$ cat src/rtl/dsp_rx_format.sv
// RX DSP output stage: per-channel gain, round-half-away-from-zero, saturation,
// optional I/Q swap or half-width pair packing, and a first-word-fall-through output FIFO.
module dsp_rx_format #(
  parameter int BASE      = 160,
  parameter int WIDTH_IN  = 24,
  parameter int WIDTH_OUT = 16,
  parameter int FIFO_AW   = 4
) (
  input  logic                   clk,
  input  logic                   rst,
  input  logic                   set_stb,
  input  logic [7:0]             set_addr,
  input  logic [31:0]            set_data,
  input  logic                   run,
  input  logic [WIDTH_IN-1:0]    in_i,
  input  logic [WIDTH_IN-1:0]    in_q,
  input  logic                   in_stb,
  output logic [2*WIDTH_OUT-1:0] out_data,
  output logic                   out_valid,
  input  logic                   out_ready,
  output logic                   overflow,
  output logic [31:0]            sample_count
);

  localparam int PW     = WIDTH_IN + 17;
  localparam int HW     = WIDTH_OUT / 2;
  localparam int S_FULL = WIDTH_IN - WIDTH_OUT + 14;
  localparam int S_HALF = S_FULL + HW;
  localparam int DEPTH  = 1 << FIFO_AW;
  localparam int OW     = 2 * WIDTH_OUT;
  localparam int CW     = FIFO_AW + 1;

  localparam logic [7:0] ADDR_SCALE = 8'(BASE);
  localparam logic [7:0] ADDR_MODE  = 8'(BASE + 1);
  localparam logic [7:0] ADDR_CLR   = 8'(BASE + 2);

  // Symmetric rounding: negative products get a bias one smaller so ties move away from zero.
  function automatic logic [WIDTH_OUT-1:0] rnd_sat(input logic signed [PW-1:0] p, input logic half);
    logic signed [PW:0] one, x, bias, sum, sh, lim_hi, lim_lo;
    one = {{PW{1'b0}}, 1'b1};
    x   = {p[PW-1], p};
    if (half) begin
      bias   = one <<< (S_HALF - 1);
      lim_hi = (one <<< (HW - 1)) - one;
      lim_lo = -(one <<< (HW - 1));
    end else begin
      bias   = one <<< (S_FULL - 1);
      lim_hi = (one <<< (WIDTH_OUT - 1)) - one;
      lim_lo = -(one <<< (WIDTH_OUT - 1));
    end
    if (p[PW-1]) bias = bias - one;
    sum = x + bias;
    sh  = half ? (sum >>> S_HALF) : (sum >>> S_FULL);
    if (sh > lim_hi)      sh = lim_hi;
    else if (sh < lim_lo) sh = lim_lo;
    return sh[WIDTH_OUT-1:0];
  endfunction

  // Settings registers
  logic [15:0] scale_i_reg, scale_q_reg;
  logic        swap_reg, half_reg;
  logic        ovf_clr;

  always_ff @(posedge clk or posedge rst) begin
    if (rst) begin
      scale_i_reg <= 16'd16384;
      scale_q_reg <= 16'd16384;
      swap_reg    <= 1'b0;
      half_reg    <= 1'b0;
    end else if (set_stb) begin
      if (set_addr == ADDR_SCALE) begin
        scale_i_reg <= set_data[31:16];
        scale_q_reg <= set_data[15:0];
      end
      if (set_addr == ADDR_MODE) begin
        swap_reg <= set_data[0];
        half_reg <= set_data[1];
      end
    end
  end

  assign ovf_clr = set_stb && (set_addr == ADDR_CLR);

  // Pipeline valids
  logic s1_valid_reg, s2_valid_reg;

  always_ff @(posedge clk or posedge rst) begin
    if (rst) begin
      s1_valid_reg <= 1'b0;
      s2_valid_reg <= 1'b0;
    end else begin
      s1_valid_reg <= run && in_stb;
      s2_valid_reg <= run && s1_valid_reg;
    end
  end

  // Lane 0 carries the output I slot, lane 1 the output Q slot.
  logic [WIDTH_IN-1:0]  lane_in    [2];
  logic [15:0]          lane_scale [2];
  logic [WIDTH_OUT-1:0] rnd_word   [2];

  assign lane_in[0]    = swap_reg ? in_q : in_i;
  assign lane_in[1]    = swap_reg ? in_i : in_q;
  assign lane_scale[0] = scale_i_reg;
  assign lane_scale[1] = scale_q_reg;

  genvar gi;
  generate
    for (gi = 0; gi < 2; gi++) begin : g_lane
      logic signed [PW-1:0]  samp_ext, gain_ext;
      logic signed [PW-1:0]  prod_reg;
      logic [WIDTH_OUT-1:0]  rnd_reg;

      assign samp_ext = PW'(signed'(lane_in[gi]));
      assign gain_ext = PW'(signed'({1'b0, lane_scale[gi]}));

      always_ff @(posedge clk or posedge rst) begin
        if (rst) begin
          prod_reg <= '0;
          rnd_reg  <= '0;
        end else begin
          if (run && in_stb) prod_reg <= samp_ext * gain_ext;
          if (s1_valid_reg)  rnd_reg  <= rnd_sat(prod_reg, half_reg);
        end
      end

      assign rnd_word[gi] = rnd_reg;
    end
  endgenerate

  // Stage 3: word assembly and pair packing
  logic                 phase_reg;
  logic [WIDTH_OUT-1:0] hold_reg;
  logic                 push_req;
  logic [OW-1:0]        push_word;

  always_comb begin
    push_req  = 1'b0;
    push_word = {rnd_word[0], rnd_word[1]};
    if (run && s2_valid_reg) begin
      if (!half_reg) begin
        push_req = 1'b1;
      end else if (phase_reg) begin
        push_req  = 1'b1;
        push_word = {hold_reg, rnd_word[0][HW-1:0], rnd_word[1][HW-1:0]};
      end
    end
  end

  always_ff @(posedge clk or posedge rst) begin
    if (rst) begin
      phase_reg <= 1'b0;
      hold_reg  <= '0;
    end else if (!run) begin
      phase_reg <= 1'b0;
    end else if (s2_valid_reg && half_reg) begin
      phase_reg <= ~phase_reg;
      if (!phase_reg) hold_reg <= {rnd_word[0][HW-1:0], rnd_word[1][HW-1:0]};
    end
  end

  // Output FIFO. count_reg includes the word presented on out_data; the head register
  // reads the array's previous contents, so a fresh word shows up one cycle after its write.
  logic [OW-1:0]      mem [DEPTH];
  logic [FIFO_AW-1:0] wr_ptr_reg, rd_ptr_reg, rd_ptr_next;
  logic [CW-1:0]      count_reg, avail;
  logic [OW-1:0]      out_data_reg;
  logic               out_valid_reg;
  logic               pop, full, push_ok, drop;

  always_comb begin
    pop         = out_valid_reg && out_ready;
    full        = (count_reg == CW'(DEPTH));
    push_ok     = push_req && (!full || pop);
    drop        = push_req && full && !pop;
    avail       = count_reg - CW'(pop);
    rd_ptr_next = rd_ptr_reg + FIFO_AW'(pop);
  end

  always_ff @(posedge clk) begin
    if (push_ok) mem[wr_ptr_reg] <= push_word;
  end

  always_ff @(posedge clk or posedge rst) begin
    if (rst) begin
      wr_ptr_reg    <= '0;
      rd_ptr_reg    <= '0;
      count_reg     <= '0;
      out_valid_reg <= 1'b0;
      out_data_reg  <= '0;
    end else if (!run) begin
      wr_ptr_reg    <= '0;
      rd_ptr_reg    <= '0;
      count_reg     <= '0;
      out_valid_reg <= 1'b0;
    end else begin
      if (push_ok) wr_ptr_reg <= wr_ptr_reg + 1'b1;
      rd_ptr_reg    <= rd_ptr_next;
      count_reg     <= avail + CW'(push_ok);
      out_valid_reg <= (avail != '0);
      if (avail != '0) out_data_reg <= mem[rd_ptr_next];
    end
  end

  // Status: sticky overflow and accepted-sample counter
  logic        overflow_reg;
  logic        run_d_reg;
  logic [31:0] sample_count_reg;

  always_ff @(posedge clk or posedge rst) begin
    if (rst) begin
      overflow_reg     <= 1'b0;
      run_d_reg        <= 1'b0;
      sample_count_reg <= '0;
    end else begin
      run_d_reg <= run;
      if (drop)         overflow_reg <= 1'b1;
      else if (ovf_clr) overflow_reg <= 1'b0;
      if (run && !run_d_reg)  sample_count_reg <= in_stb ? 32'd1 : 32'd0;
      else if (run && in_stb) sample_count_reg <= sample_count_reg + 32'd1;
    end
  end

  assign out_data     = out_data_reg;
  assign out_valid    = out_valid_reg;
  assign overflow     = overflow_reg;
  assign sample_count = sample_count_reg;

endmodule

$ cat config.mk
export PLATFORM = sky130hd
export DESIGN_NAME = dsp_rx_format
export DESIGN_NICKNAME = d
export VERILOG_FILES = /design/src/rtl/dsp_rx_format.sv
export SDC_FILE = /design/constraint.sdc
export NUM_CORES = 2
export LEC_CHECK = 0
export ABC_CLOCK_PERIOD_IN_PS = 9900
export CAP_MARGIN = 20
export CORE_MARGIN = 5
export CORE_UTILIZATION = 50
export DETAILED_ROUTE_END_ITERATION = 6
export PLACE_DENSITY = 0.74
export RECOVER_POWER = 25
export SLEW_MARGIN = 20
export SYNTH_ARGS = -nofsm -noshare
export SYNTH_HDL_FRONTEND = slang
export SYNTH_SLANG_ARGS = --single-unit
$ cat constraint.sdc
create_clock -name clk -period 9.9 [get_ports clk]
set_input_delay 1.98 -clock clk [delete_from_list [all_inputs] [get_ports clk]]
set_output_delay 1.98 -clock clk [all_outputs]
set_load 0.01 [all_outputs]
==> impl_metrics.ini <==
[drt]
detail_route.wirelength_um = 149000
viasPerCell = 5.59
wl_per_cell_um = 20.9
drtIter0Drc = 3216
ant_nets = 0
drc = 0
first_pass_iters = 6
vias = 39769

[power_and_ir_drop]
ir_drop_mv = 0.251
p_leak_uw = 0.0293
power.density_nw_per_um2 = 176

[yosys]
synth_fp_nets = 6491
ys_top_cells_by_area = edfxtp_1 (25%), fa_1 (25%), dfrtp_1 (10%)
synth_enable_flop_cells = 512
ys.warnings.count = 0
synth_largest_area_cell = edfxtp_1
post-synth-top-area-fraction_pct = 25.0
synth.avg_cell_area_um2 = 11.5
synth-seq-cells = 759
synth_cell_types = 84
ys.flop_type = edfxtp_1
syn_area_um2 = 61400
ys_seq_area_share_pct = 35.1
netlist_instances = 5354
synth-async-reset-ratio_pct = 32.5

[critical_path]
reg2reg_from = swap_reg
worstPathArrival_ns = 9.22
worstPathRequired_ns = 10.41
cp_max_fo = 16
cp-start-kind = input pin
ff2ff_setup_slack_ns = 1.71
timing.critical_path.mode_cell = fa_1
cpPeakStageDelay_ns = 0.53
reg2reg_depth = 26
crit_path_end_kind = flop
reg2reg_to = g_lane[0].prod_reg[39]
cp_num_buf_inv = 6
crit_type = in -> reg
cp_slowest_cell = fa_1
cpLargestDelayFamily = adder cells

[worst_hold_path]
hold_class = reg -> reg
holdPathEnd = g_lane[1].prod_reg[8]
hold_path_depth = 2
min_from = g_lane[1].prod_reg[8]

[cts]
clk_latency_ns = 0.68
h-tree-depth = 3
cts-root-buf = clkbuf_16
cts_tree = yes
cts_sinks = 759
clkTransAtPathRegs_ns = 0.06
numCtsBuffers = 81
cts-hold-fix-buffers = 0
post_cts_buffers = 0
cts_resized = 0
cts_buffer_depth = 3

[final_layout]
nets = 6564
final_common_cell = inv_1
drive_above_1_share_pct = 9.81
largest_reg_flops = 512
utilization_pct = 55.3
nFillCells = 9917
mostFrequentLayoutCells = inv_1 (945), fa_1 (754), nand2_1 (672)
areaGrowthSynthToFinish_pct = 9.78

[die]
start_util_pct = 50.4
ios = 160
die_h_um = 360
fp.dieW_um = 360
core-area_um2 = 122000
rows = 128
dieArea_um2 = 130000

[grt]
grt_pass1_vias = 42407
grt_usage_pct = 23.1
grt_pass1_wl_um = 239000
grt_antenna_before_repair = 2
gr-total-overflow = 0
grt_max_degree = 127

[timing]
setup_viol = 0
timing.slew.headroom_pct = -289
hold_ws_ns = 0.475
slew_violations = 356
rsz0062_at_grt = false
fin_crit_ns = 8.71
setup_tns_ns = 0
final_hold_viol_count = 0
tightest_slew_ns = 5.84
max_freq_mhz = 115
clock_skew_ns = 0.0434
post-route-period-util_pct = 88.0

[place]
routabilityCongestion = 0.898
dp_hpwl_um = 104000
port_buffers = 159

[status]
violations = max-capacitance violations, max-slew violations
status = finished with violations

[run]
max_cap_violations = 5
==> how the worst max path moves through the flow <==
stage,startpoint,end,depth (start not counted),slack [ns]
floorplan,rst,count_reg[0],1,1.14
global placement,in_q[15],g_lane[0].prod_reg[39],27,0.70
detailed placement,in_i[10],g_lane[0].prod_reg[39],26,0.60
CTS,in_i[10],g_lane[0].prod_reg[39],26,1.28
global route,in_q[23],g_lane[0].prod_reg[40],22,0.86
finish,in_q[14],g_lane[0].prod_reg[39],27,1.19
==> Yosys cell counts (all sizes together) (15+ instances only) <==
cell / n
or3: 20
nor3: 29
a211oi: 18
dfrtp: 245
o211ai: 15
inv: 946
o21ai: 146
clkbuf: 186
nand2: 672
o21bai: 16
a31oi: 25
nor2: 140
a21o: 68
and2: 338
nand2b: 22
xor2: 67
fa: 754
mux4: 160
a21oi: 150
nand3: 51
nand4: 36
mux2: 157
nor2b: 29
edfxtp: 512
xnor2: 78
ha: 289
buf: 26
and3: 18
==> where the power goes <==
group,leakage [uW],internal (uW),switching (uW)
Combinational,0.0202,1820,2480
Clock,0.00134,1820,1340
Sequential,0.00776,4000,384
==> stage by stage <==
stage                     instance area [um^2]  std cells  setup slack, ns  total power (uW)
after global routing                     67400       7119            0.863             12600
final                                    67400       7119             1.19             11800
after floorplan                          61400       5354             1.14              7420
after detailed placement                 64600       6969            0.598              8730
after global placement                   64600       6969            0.702              8610
after CTS                                67400       7118             1.28             11900
==> layout make-up <==
class	count	area [um^2]	area share, %
clock inverter	42	588	0.873
clock buffer	107	2180	3.24
tap	1625	2030	3.02
timing repair buffer	202	1910	2.84
multi-input combinational	3436	35500	52.7
antenna	1	2.50	0.00371
inverter	947	3560	5.28
sequential	759	21600	32.0
==> cells by family after synthesis <==
logic type	share of synthesized area, %
buffers and inverters	7.13
AOI/OAI and AO/OA	5.56
and+or+nand+nor	10.8
muxes	8.87
adders and majority gates	30.5
DFF	35.1
xor gates and xnor gates	2.07
==> metal layers <==
metal	vias to the layer above	GRT usage (%)	part of all wire, %
met3	296	3.57	7.0
met4	0	6.38	3.0
met1	20258	31.3	41
met2	1578	39.3	49
li1	17637	-	-
met5	-	0	0
==> worst min-delay path, cell delays in order (launching register included) <==
cell and delay (ns):
dfrtp_1 0.34, nand2_1 0.05, nand2_1 0.05
Note: power is estimated with default switching activity, not from simulation.
